==> src/rtl/slot_display_driver.sv <==
// Six-digit active-low seven-segment driver: reel symbols and bet go through a registered decode,
// credits go through a double-dabble engine (12 cycles from sample to digits).
module slot_display_driver #(
  parameter bit BLANK_LEADING = 1'b1
) (
  input  logic       clk,
  input  logic       reset,
  input  logic [2:0] symbol_left,
  input  logic [2:0] symbol_right,
  input  logic [9:0] current_credits,
  input  logic [3:0] current_bet,
  output logic [6:0] hex5,
  output logic [6:0] hex4,
  output logic [6:0] hex3,
  output logic [6:0] hex2,
  output logic [6:0] hex1,
  output logic [6:0] hex0,
  output logic       busy,
  output logic       conv_done
);

  typedef enum logic [1:0] {IDLE, SHIFT, LOAD} state_t;

  localparam logic [6:0] SEG_BLANK = 7'h7F;
  localparam logic [6:0] SEG_DASH  = 7'h3F;

  function automatic logic [6:0] seg_digit(input logic [3:0] d);
    case (d)
      4'd0:    seg_digit = 7'h40;
      4'd1:    seg_digit = 7'h79;
      4'd2:    seg_digit = 7'h24;
      4'd3:    seg_digit = 7'h30;
      4'd4:    seg_digit = 7'h19;
      4'd5:    seg_digit = 7'h12;
      4'd6:    seg_digit = 7'h02;
      4'd7:    seg_digit = 7'h78;
      4'd8:    seg_digit = 7'h00;
      4'd9:    seg_digit = 7'h10;
      default: seg_digit = SEG_DASH;
    endcase
  endfunction

  function automatic logic [6:0] seg_symbol(input logic [2:0] s);
    case (s)
      3'd0:    seg_symbol = 7'h78;
      3'd1:    seg_symbol = 7'h46;
      3'd2:    seg_symbol = 7'h36;
      3'd3:    seg_symbol = 7'h2C;
      default: seg_symbol = SEG_DASH;
    endcase
  endfunction

  function automatic logic [3:0] add3(input logic [3:0] n);
    add3 = (n >= 4'd5) ? n + 4'd3 : n;
  endfunction

  state_t      state_q, state_d;
  logic [9:0]  snap_q, snap_d;
  logic        snap_valid_q, snap_valid_d;
  logic [11:0] bcd_q, bcd_d;
  logic [9:0]  shreg_q, shreg_d;
  logic [3:0]  cnt_q, cnt_d;
  logic [6:0]  hex2_q, hex2_d, hex1_q, hex1_d, hex0_q, hex0_d;
  logic [6:0]  hex5_q, hex4_q, hex3_q;
  logic        done_q, done_d;
  logic [11:0] bcd_adj;
  logic [9:0]  credits_sat;

  assign credits_sat = (current_credits > 10'd999) ? 10'd999 : current_credits;
  assign bcd_adj     = {add3(bcd_q[11:8]), add3(bcd_q[7:4]), add3(bcd_q[3:0])};

  always_comb begin
    state_d      = state_q;
    snap_d       = snap_q;
    snap_valid_d = snap_valid_q;
    bcd_d        = bcd_q;
    shreg_d      = shreg_q;
    cnt_d        = cnt_q;
    hex2_d       = hex2_q;
    hex1_d       = hex1_q;
    hex0_d       = hex0_q;
    done_d       = 1'b0;
    case (state_q)
      IDLE: begin
        // snap keeps the raw input so a saturated value does not retrigger forever
        if (!snap_valid_q || current_credits != snap_q) begin
          snap_d  = current_credits;
          shreg_d = credits_sat;
          bcd_d   = '0;
          cnt_d   = 4'd10;
          state_d = SHIFT;
        end
      end
      SHIFT: begin
        {bcd_d, shreg_d} = {bcd_adj[10:0], shreg_q, 1'b0};
        cnt_d            = cnt_q - 4'd1;
        if (cnt_q == 4'd1) state_d = LOAD;
      end
      LOAD: begin
        hex2_d = (BLANK_LEADING && bcd_q[11:8] == 4'd0) ? SEG_BLANK : seg_digit(bcd_q[11:8]);
        hex1_d = (BLANK_LEADING && bcd_q[11:4] == 8'd0) ? SEG_BLANK : seg_digit(bcd_q[7:4]);
        hex0_d       = seg_digit(bcd_q[3:0]);
        snap_valid_d = 1'b1;
        done_d       = 1'b1;
        state_d      = IDLE;
      end
      default: state_d = IDLE;
    endcase
  end

  always_ff @(posedge clk or posedge reset) begin
    if (reset) begin
      state_q      <= IDLE;
      snap_q       <= '0;
      snap_valid_q <= 1'b0;
      bcd_q        <= '0;
      shreg_q      <= '0;
      cnt_q        <= '0;
      hex2_q       <= SEG_BLANK;
      hex1_q       <= SEG_BLANK;
      hex0_q       <= SEG_BLANK;
      hex5_q       <= SEG_BLANK;
      hex4_q       <= SEG_BLANK;
      hex3_q       <= SEG_BLANK;
      done_q       <= 1'b0;
    end else begin
      state_q      <= state_d;
      snap_q       <= snap_d;
      snap_valid_q <= snap_valid_d;
      bcd_q        <= bcd_d;
      shreg_q      <= shreg_d;
      cnt_q        <= cnt_d;
      hex2_q       <= hex2_d;
      hex1_q       <= hex1_d;
      hex0_q       <= hex0_d;
      hex5_q       <= seg_symbol(symbol_left);
      hex4_q       <= seg_symbol(symbol_right);
      hex3_q       <= seg_digit(current_bet);
      done_q       <= done_d;
    end
  end

  assign hex5      = hex5_q;
  assign hex4      = hex4_q;
  assign hex3      = hex3_q;
  assign hex2      = hex2_q;
  assign hex1      = hex1_q;
  assign hex0      = hex0_q;
  assign busy      = (state_q != IDLE);
  assign conv_done = done_q;

endmodule

==> config.mk <==
export PLATFORM = sky130hd
export DESIGN_NAME = slot_display_driver
export DESIGN_NICKNAME = d
export VERILOG_FILES = /design/src/rtl/slot_display_driver.sv
export SDC_FILE = /design/constraint.sdc
export NUM_CORES = 1
export LEC_CHECK = 0
export CAP_MARGIN = 10
export CORE_ASPECT_RATIO = 1.1
export CORE_UTILIZATION = 45
export CTS_BUF_LIST = sky130_fd_sc_hd__clkbuf_4 sky130_fd_sc_hd__clkbuf_8
export CTS_CLUSTER_SIZE = 30
export DETAILED_ROUTE_END_ITERATION = 8
export MAX_ROUTING_LAYER = met4
export PLACE_DENSITY = 0.69
export SYNTH_ARGS = -nofsm -noshare
export SYNTH_HDL_FRONTEND = slang
export SYNTH_SLANG_ARGS = --single-unit
==> constraint.sdc <==
create_clock -name clk -period 3.56 [get_ports clk]
set_input_delay 0.712 -clock clk [delete_from_list [all_inputs] [get_ports clk]]
set_output_delay 0.712 -clock clk [all_outputs]
set_load 0.01 [all_outputs]
==> impl_metrics.ini, run 1 <==
[clock_network]
cts_tree = built
cts_setup_buffers = 0
cts_max_level = 3
hold_buffers = 0
cts_made_buffers = 9
cts.root.buffer_cell = clkbuf_8
clk_path_buf_depth = 2
clock-sinks = 82
clkTransAtPathRegs_ns = 0.08
cts_resized = 0
clk_latency_ns = 0.34

[logic_synthesis]
syn_area_mm2 = 0.00412
synth_fa_ha_area_share_pct = 6.69
synth_area_leader_cell = dfstp_2
yosysWarnings = 0
yosysMostFrequentCell = nand2_1
ys.flop_type = dfstp_2
async_reset_ff_share_pct = 100
synth-seq-cells = 82
avgSynthCellArea_um2 = 9.59
synth_edf_count = 0
synth_compound_area_share_pct = 16.8
synth_xor_xnor_area_share_pct = 2.98
ys_top_cells_by_count = nand2_1, o21ai_0, dfstp_2
seq_area_frac_synth_pct = 51.1
synth_top_area_share_pct = 26.8
synthCells = 429
synth_top_family_by_area = compound AO/OA/AOI/OAI gates
synthMuxAreaShare_pct = 1.58
ys_types = 44
syn_nets = 473
yosys.area_share.simple_pct = 16.1
synth_area_leaders = dfstp_2, dfrtp_1, ha_1

[die]
num_rows = 36
num_io_pins = 66
die_h_um = 102
core_area_mm2 = 0.00887
start_util_pct = 46.4
die-area_mm2 = 0.00953
die_w_um = 93.2

[critical_path]
cp.required_ns = 2.85
cp-endpoint = busy
reg2reg_setup_slack_ns = 1.56
critPathLaunch = state_q[0]$_DFFE_PP0P_
cp_max_fo = 17
arrival_ns = 2.14
crit_type = reg -> out
crit_buf_inv = 3
path_cells = nor2_1 -> buf_4 -> clkinv_1 -> clkdlybuf4s50_1
worstReg2RegStart = snap_q[7]$_DFFE_PP0P_
worst-path-stages = 4
r2r_end = shreg_q[9]$_DFFE_PP0P_
rr_worst_depth = 5
start_kind = register
cpPeakStageDelay_ns = 0.59
end_kind = output pin
crit_family = buffers and inverters
crit_slowest_cell = dfrtp_1

[grt]
grt_max_degree = 83
grt.overflow.total = 0
antenna_found_initial = 0
met2_usage_pct = 30.9
met3_usage_pct = 2.68
grtUsageTotal_pct = 18.9
grt_pass1_vias = 3000
busiest_layer = met2
grt_use_met1_pct = 23.8
grt_pass1_wl_um = 13800

[route]
wl_per_cell_um = 13.5
drt-total-wl_um = 8170
drt_iter0_markers = 155
vias = 3170
drt_first_pass_iters = 4
ant_nets = 0
drc = 0
via_per_inst = 5.22

[cells_and_area]
drive_gt1_share_pct = 15.2
final_area_mm2 = 0.00507
multi_input_area_mm2 = 0.00182
regArea_mm2 = 0.00210
syn_to_final_growth_pct = 23.2
post-route-util_pct = 57.1
nets = 532
fillers = 787
diodes = 0

[sta]
relSlewSlack_pct = 63.1
finalCriticalPeriod_ns = 2.86
timing.final.crit_share_pct = 80.2
drv_slew = 0
hold_violations = 0
rsz0062_at_grt = false
worstMarginPinSlew_ns = 0.554
setup_viol = 0
clock_skew_ns = 0.00545
fin_setup_tns_ns = 0
clock.fmax_mhz = 350

[outcome]
status = finished, final reports clean

[power]
power-per-cell-area_mw_per_mm2 = 814
power.leakage_nw = 2.23
vdd_ir_drop_max_v = 0.000396

[placement]
portBuffers = 65
place_area_mm2 = 0.00486
gp_congestion = 0.820
dp_hpwl_um = 5640

[min_path]
hold_path.class = reg -> reg

[flow_run]
drv_cap = 0
stage by stage:
stage | power, mW | instances | worst slack, ns | hold WS [ns]
after floorplan | 2.84 | 429 | 0.809 | 0.435
final | 4.13 | 607 | 0.705 | 0.452
after global routing | 4.47 | 607 | 0.530 | 0.493
after global placement | 3.39 | 591 | 0.787 | 0.442
after CTS | 4.15 | 607 | 0.662 | 0.456
after detailed placement | 3.45 | 591 | 0.728 | 0.445
tightest hold or removal path, cell delays in order (launching register included):
cell and delay (ns):
dfstp_2 0.37, nand2_1 0.05, nand2_1 0.04
placed cells by master, fill, tap and decap left out, types with 6 or more instances in the layout:
master           count
o21ai_0             47
a21oi_1             25
nand2b_1            11
xor2_1               8
clkbuf_8            11
clkdlybuf4s50_1     65
a22oi_1              9
ha_1                22
nand3_1             11
nor2_1              28
dfstp_2             42
dfrtp_1             40
xnor2_1              6
nand2_1             70
o31ai_1              7
inv_1               23
area by class of cell:
| class | instances | area share, % |
|---|---|---|
| Tap cell | 114 | 2.81 |
| Inverter | 26 | 1.95 |
| Multi-Input combinational cell | 299 | 35.8 |
| Sequential cell | 82 | 41.5 |
| Timing Repair Buffer | 70 | 13.8 |
| Clock inverter | 3 | 0.790 |
| Clock buffer | 13 | 3.28 |
registers in the layout, indices dropped and copies added (netlist names):
| name | cells |
|---|---|
| shreg_q | 10 |
| snap_valid_q | 1 |
| hex2 | 7 |
| bcd_q | 12 |
| hex4 | 7 |
| state_q | 2 |
| hex0 | 7 |
| conv_done | 1 |
| hex5 | 7 |
| cnt_q | 4 |
| hex1 | 7 |
| snap_q | 10 |
| hex3 | 7 |
report_power, final:
part	switching (mW)	leakage, nW	internal, mW
Sequential	0.363	0.930	1.37
Combinational	0.852	1.19	0.853
Clock	0.316	0.110	0.376
kinds of logic (layout without fill, tap and decap cells):
logic type / count (synthesis) / after routing
AND/OR/NAND/NOR: 144 / 144
flip-flops: 82 / 82
adder cells (fa/ha/maj): 22 / 22
multiplexers: 6 / 6
AO/OA/AOI/OAI: 113 / 113
XOR/XNOR: 14 / 14
buffers and inverters: 48 / 112
worst min-delay path by stage:
stage	end	depth (start not counted)	slack, ns	start
after global routing	hex0[3]$_DFFE_PP1P_	2	0.49	hex0[3]$_DFFE_PP1P_
final	hex1[3]$_DFFE_PP1P_	2	0.45	hex1[3]$_DFFE_PP1P_
after floorplan	snap_valid_q$_DFFE_PP0P_	1	0.43	snap_valid_q$_DFFE_PP0P_
after CTS	hex1[3]$_DFFE_PP1P_	2	0.46	hex1[3]$_DFFE_PP1P_
after detailed placement	hex1[3]$_DFFE_PP1P_	2	0.45	hex1[3]$_DFFE_PP1P_
after global placement	hex1[3]$_DFFE_PP1P_	2	0.44	hex1[3]$_DFFE_PP1P_
routing by layer:
layer / wire length [µm] / vias up / share of wire, %
met5: 0 / - / 0
met4: 159 / 0 / 1.9
met3: 252 / 14 / 3.1
met2: 3950 / 71 / 48
met1: 3810 / 1505 / 47
li1: - / 1580 / -
No activity file was read; power rests on OpenSTA's default activity.
==> inputs of run 2 (changes only) <==
==> constraint.sdc (replaced) <==
create_clock -name clk -period 3 [get_ports clk]
set_input_delay 0.6 -clock clk [delete_from_list [all_inputs] [get_ports clk]]
set_output_delay 0.6 -clock clk [all_outputs]
set_load 0.01 [all_outputs]
==> run 2 against run 1 <==
Global-route usage shrank 0.077 points. Via count shrank 1.3%. Worst setup slack lost 0.24 ns. First-iteration DRC count shrank 22%. Combinational power grew 20%. Critical path depth shrank 1. Clock skew grew 0.0022 ns. Power grew 19%. Largest power group is now combinational cells. Largest cell class unchanged. Count of clock-buffer cells in the layout grew 1. Flip-flop and latch count is the same. Register-to-register slack lost 0.56 ns. Die area is the same.
==> impl_metrics.ini, run 2 (synthesized netlist as in run 1, its figures left out) <==
[clock_network]
clk_latency_ns = 0.36
hold_buffers = 0
clock-sinks = 82
cts.root.buffer_cell = clkbuf_8
cts_resized = 0
clk_path_buf_depth = 2
cts_max_level = 3
cts_tree = built
cts_setup_buffers = 0
cts_made_buffers = 9
clkTransAtPathRegs_ns = 0.08

[critical_path]
cp-endpoint = busy
reg2reg_setup_slack_ns = 1.00
end_kind = output pin
worstReg2RegStart = snap_q[7]$_DFFE_PP0P_
cp.required_ns = 2.40
arrival_ns = 1.93
r2r_end = shreg_q[9]$_DFFE_PP0P_
start_kind = register
rr_worst_depth = 5
cp_max_fo = 12
critPathLaunch = state_q[1]$_DFFE_PP0P_
crit_type = reg -> out

[grt]
grt.overflow.total = 0
grt_max_degree = 39
met2_usage_pct = 29.9
grt_use_met1_pct = 24.0
grt_pass1_vias = 2894
grt_pass1_wl_um = 13600
busiest_layer = met2
grtUsageTotal_pct = 18.9
met3_usage_pct = 3.79
antenna_found_initial = 0

[sta]
hold_violations = 0
relSlewSlack_pct = 56.6
finalCriticalPeriod_ns = 2.53
setup_viol = 0
clock_skew_ns = 0.00768
rsz0062_at_grt = false
worstMarginPinSlew_ns = 0.650
clock.fmax_mhz = 395
drv_slew = 0
timing.final.crit_share_pct = 84.4
fin_setup_tns_ns = 0
hold_ws_ns = 0.451

[power]
pwr-share-clk_pct = 17.1
power_frac_seq_pct = 41.2
power-per-cell-area_mw_per_mm2 = 964
power.leakage_nw = 2.24
vdd_ir_drop_max_v = 0.000366
intPower_mw = 3.10
p_sw_share_pct = 36.9
pwr-share-comb_pct = 41.6
switchingPower_mw = 1.81
power_mw = 4.90

[cells_and_area]
largest_register_ffs = 12
diodes = 0
drive_gt1_share_pct = 15.6
top_regs = bcd_q (12), shreg_q (10), snap_q (10)
nets = 534
final_area_mm2 = 0.00509
regMostFlops = bcd_q
fillers = 798
syn_to_final_growth_pct = 23.6
finalNonFillerCells = 609
layout_commonest_cell = nand2_1
layout_common_cells = nand2_1, clkdlybuf4s50_1, o21ai_0

[min_path]
hp-start = hex1[3]$_DFFE_PP1P_
hold_path.class = reg -> reg

[route]
via_per_inst = 5.14
drt_iter0_markers = 121
drc = 0
wl_per_cell_um = 13.3
vias = 3130
drt_first_pass_iters = 4
drt-total-wl_um = 8070
ant_nets = 0

[die]
die_w_um = 93.2
core_area_mm2 = 0.00887
die_h_um = 102
num_io_pins = 66
num_rows = 36
start_util_pct = 46.4
die-area_mm2 = 0.00953

[placement]
place_area_mm2 = 0.00488
dp_cells = 593
gp_congestion = 0.864
dp_hpwl_um = 5730
portBuffers = 65

[flow_run]
drv_cap = 0

[outcome]
status = finished, final reports clean
==> run 2: critical path, cell delays in order (launching register included) <==
cell and delay, ns:
dfrtp_1 0.53, nor2_1 0.21, clkinv_1 0.27, clkdlybuf4s50_1 0.57
==> run 2: per-layer routing <==
layer	share of wire, %	up-vias	routed length [µm]
li1	-	1576	-
met1	48	1494	3880
met2	48	50	3880
met3	2.4	10	194
met4	1.4	0	115
met5	0	-	0
==> run 2: final cells by class <==
class / count / area [µm²] / share of cell area (%)
multi-input combinational: 299 / 1820 / 35.7
clock inverter: 2 / 35.0 / 0.689
clock buffer: 14 / 174 / 3.42
inverter: 26 / 98.8 / 1.94
tap: 114 / 143 / 2.80
sequential: 82 / 2100 / 41.4
timing repair buffer: 72 / 716 / 14.1
==> run 2: how the worst min path moves through the flow <==
stage	endpoint	slack [ns]	cells past startpoint
global route	hex1[3]$_DFFE_PP1P_	0.46	2
floorplan	snap_valid_q$_DFFE_PP0P_	0.43	1
detailed placement	hex1[3]$_DFFE_PP1P_	0.44	2
CTS	hex1[3]$_DFFE_PP1P_	0.46	2
finish	hex1[3]$_DFFE_PP1P_	0.45	2
global placement	hex1[3]$_DFFE_PP1P_	0.44	2
==> run 2: through the flow <==
step,setup slack [ns],util [%]
after global routing,0.341,57.3
after detailed placement,0.330,55.0
after floorplan,0.361,-
after global placement,0.355,55.0
final,0.467,57.3
after CTS,0.411,57.3
==> run 2: power by group through the flow <==
stage	Combinational, mW	Sequential (mW)	Clock [mW]
floorplan	1.41	1.96	0
global placement	2.00	2.02	0
detailed placement	2.05	2.04	0
CTS	2.06	2.02	0.864
global route	2.32	2.10	0.918
finish	2.04	2.02	0.841
==> inputs of run 3 (changes only) <==
--- a/config.mk
+++ b/config.mk
@@ -12,7 +12,7 @@
 export CTS_CLUSTER_SIZE = 30
 export DETAILED_ROUTE_END_ITERATION = 8
 export MAX_ROUTING_LAYER = met4
-export PLACE_DENSITY = 0.69
+export PLACE_DENSITY = 0.72
 export SYNTH_ARGS = -nofsm -noshare
 export SYNTH_HDL_FRONTEND = slang
 export SYNTH_SLANG_ARGS = --single-unit
==> constraint.sdc (replaced) <==
create_clock -name clk -period 2.3 [get_ports clk]
set_input_delay 0.46 -clock clk [delete_from_list [all_inputs] [get_ports clk]]
set_output_delay 0.46 -clock clk [all_outputs]
set_load 0.01 [all_outputs]
==> run 3 against run 2 <==
Flip-flop and latch count is the same. Critical endpoint unchanged. Sequential power grew 30%. Count of clock-buffer cells in the layout shrank 3.
==> impl_metrics.ini, run 3 (synthesized netlist as in run 1, its figures left out) <==
[outcome]
status = finished, final reports clean

[die]
start_util_pct = 46.4
num_io_pins = 66
num_rows = 36
core_area_mm2 = 0.00887
die-area_mm2 = 0.00953
die_h_um = 102
die_w_um = 93.2

[critical_path]
cp.required_ns = 1.84
crit_type = reg -> out
rr_worst_depth = 5
reg2reg_setup_slack_ns = 0.43
start_kind = register
worstReg2RegStart = snap_q[7]$_DFFE_PP0P_
end_kind = output pin
r2r_end = shreg_q[9]$_DFFE_PP0P_
arrival_ns = 1.72
cp_max_fo = 9

[clock_network]
cts_tree = built
clk_path_buf_depth = 2
cts.root.buffer_cell = clkbuf_8
cts_resized = 0
cts_setup_buffers = 0
clkTransAtPathRegs_ns = 0.08
clk_latency_ns = 0.36
cts_made_buffers = 9
clock-sinks = 82
cts_max_level = 3
hold_buffers = 0

[sta]
timing.final.crit_share_pct = 94.6
hold_ws_ns = 0.470
clock.fmax_mhz = 460
hold_violations = 0
worstMarginPinSlew_ns = 0.417
rsz0062_at_grt = false
setup_viol = 0
finalCriticalPeriod_ns = 2.18
drv_slew = 0
fin_setup_tns_ns = 0
clock_skew_ns = 0.0103
relSlewSlack_pct = 72.2

[cells_and_area]
top_regs = bcd_q (12), shreg_q (10), snap_q (10)
fillers = 769
post-route-util_pct = 58.4
layout_common_cells = nand2_1, clkdlybuf4s50_1, o21ai_0
largest_register_ffs = 12
regMostFlops = bcd_q
diodes = 0
drive_gt1_share_pct = 17.2
finalNonFillerCells = 619
nets = 544
syn_to_final_growth_pct = 26.0
layout_commonest_cell = nand2_1

[route]
drt-total-wl_um = 8120
vias = 3180
drt_iter0_markers = 118
wl_per_cell_um = 13.1
ant_nets = 0
drt_first_pass_iters = 5
drc = 0
via_per_inst = 5.14

[grt]
grtUsageTotal_pct = 18.9
grt_pass1_wl_um = 13700
grt.overflow.total = 0
antenna_found_initial = 0
grt_max_degree = 83
grt_pass1_vias = 2963

[placement]
gp_congestion = 0.812
portBuffers = 65
dp_hpwl_um = 5680
dp_cells = 603

[min_path]
hold_path.class = reg -> reg
hold-path-endpoint = hex1[3]$_DFFE_PP1P_
hp-start = hex1[3]$_DFFE_PP1P_
holdPathStages = 2

[power]
power-per-cell-area_mw_per_mm2 = 1250
vdd_ir_drop_max_v = 0.000504
power.leakage_nw = 2.29

[flow_run]
drv_cap = 0
==> run 3: critical path: stages (launching register included) <==
cell and delay, ns:
dfrtp_1 0.38, nor2_1 0.15, clkinv_1 0.27, clkdlybuf4s50_1 0.57
==> run 3: area by class of cell <==
type                            instances  area (µm²)  share of cell area, %
Inverter                               26         101                   1.95
Multi-Input combinational cell        299        1820                   35.0
Clock buffer                           11         139                   2.68
Timing Repair Buffer                   82         803                   15.5
Sequential cell                        82        2100                   40.6
Clock inverter                          5        78.8                   1.52
Tap cell                              114         143                   2.75
==> run 3: routing by layer <==
layer  vias to the layer above  GRT usage [%]  routed length [µm]
met5                         -              -                   0
met4                         0           9.47                 180
met3                        12           2.23                 226
met2                        62           29.5                3920
met1                      1502           24.5                3800
li1                       1604              -                   -
==> run 3: metrics by stage <==
stage	total power, mW	setup slack (ns)	cell area, µm²
floorplan	4.40	0.509	4120
detailed placement	5.37	-0.0766	4970
CTS	6.54	0.105	5190
global placement	5.26	-0.0378	4970
finish	6.50	0.125	5190
global route	7.03	0.0246	5190
==> run 3: worst max-delay path by stage <==
stage                     slack, ns                endpoint  depth (start not counted)              startpoint
final                          0.12                    busy                          3  state_q[1]$_DFFE_PP0P_
after global routing           0.02                    busy                          3  state_q[0]$_DFFE_PP0P_
after CTS                      0.11                    busy                          3  state_q[1]$_DFFE_PP0P_
after detailed placement      -0.08  shreg_q[9]$_DFFE_PP0P_                          6      current_credits[7]
after global placement        -0.04  shreg_q[9]$_DFFE_PP0P_                          6      current_credits[7]
after floorplan                0.51   snap_q[2]$_DFFE_PP0P_                          6      current_credits[7]
==> run 3: power by group <==
part / total [mW] / switching [mW] / internal [mW]
Combinational: 2.71 / 1.36 / 1.35
Sequential: 2.63 / 0.520 / 2.11
Clock: 1.16 / 0.523 / 0.635
Total: 6.50 / 2.40 / 4.10
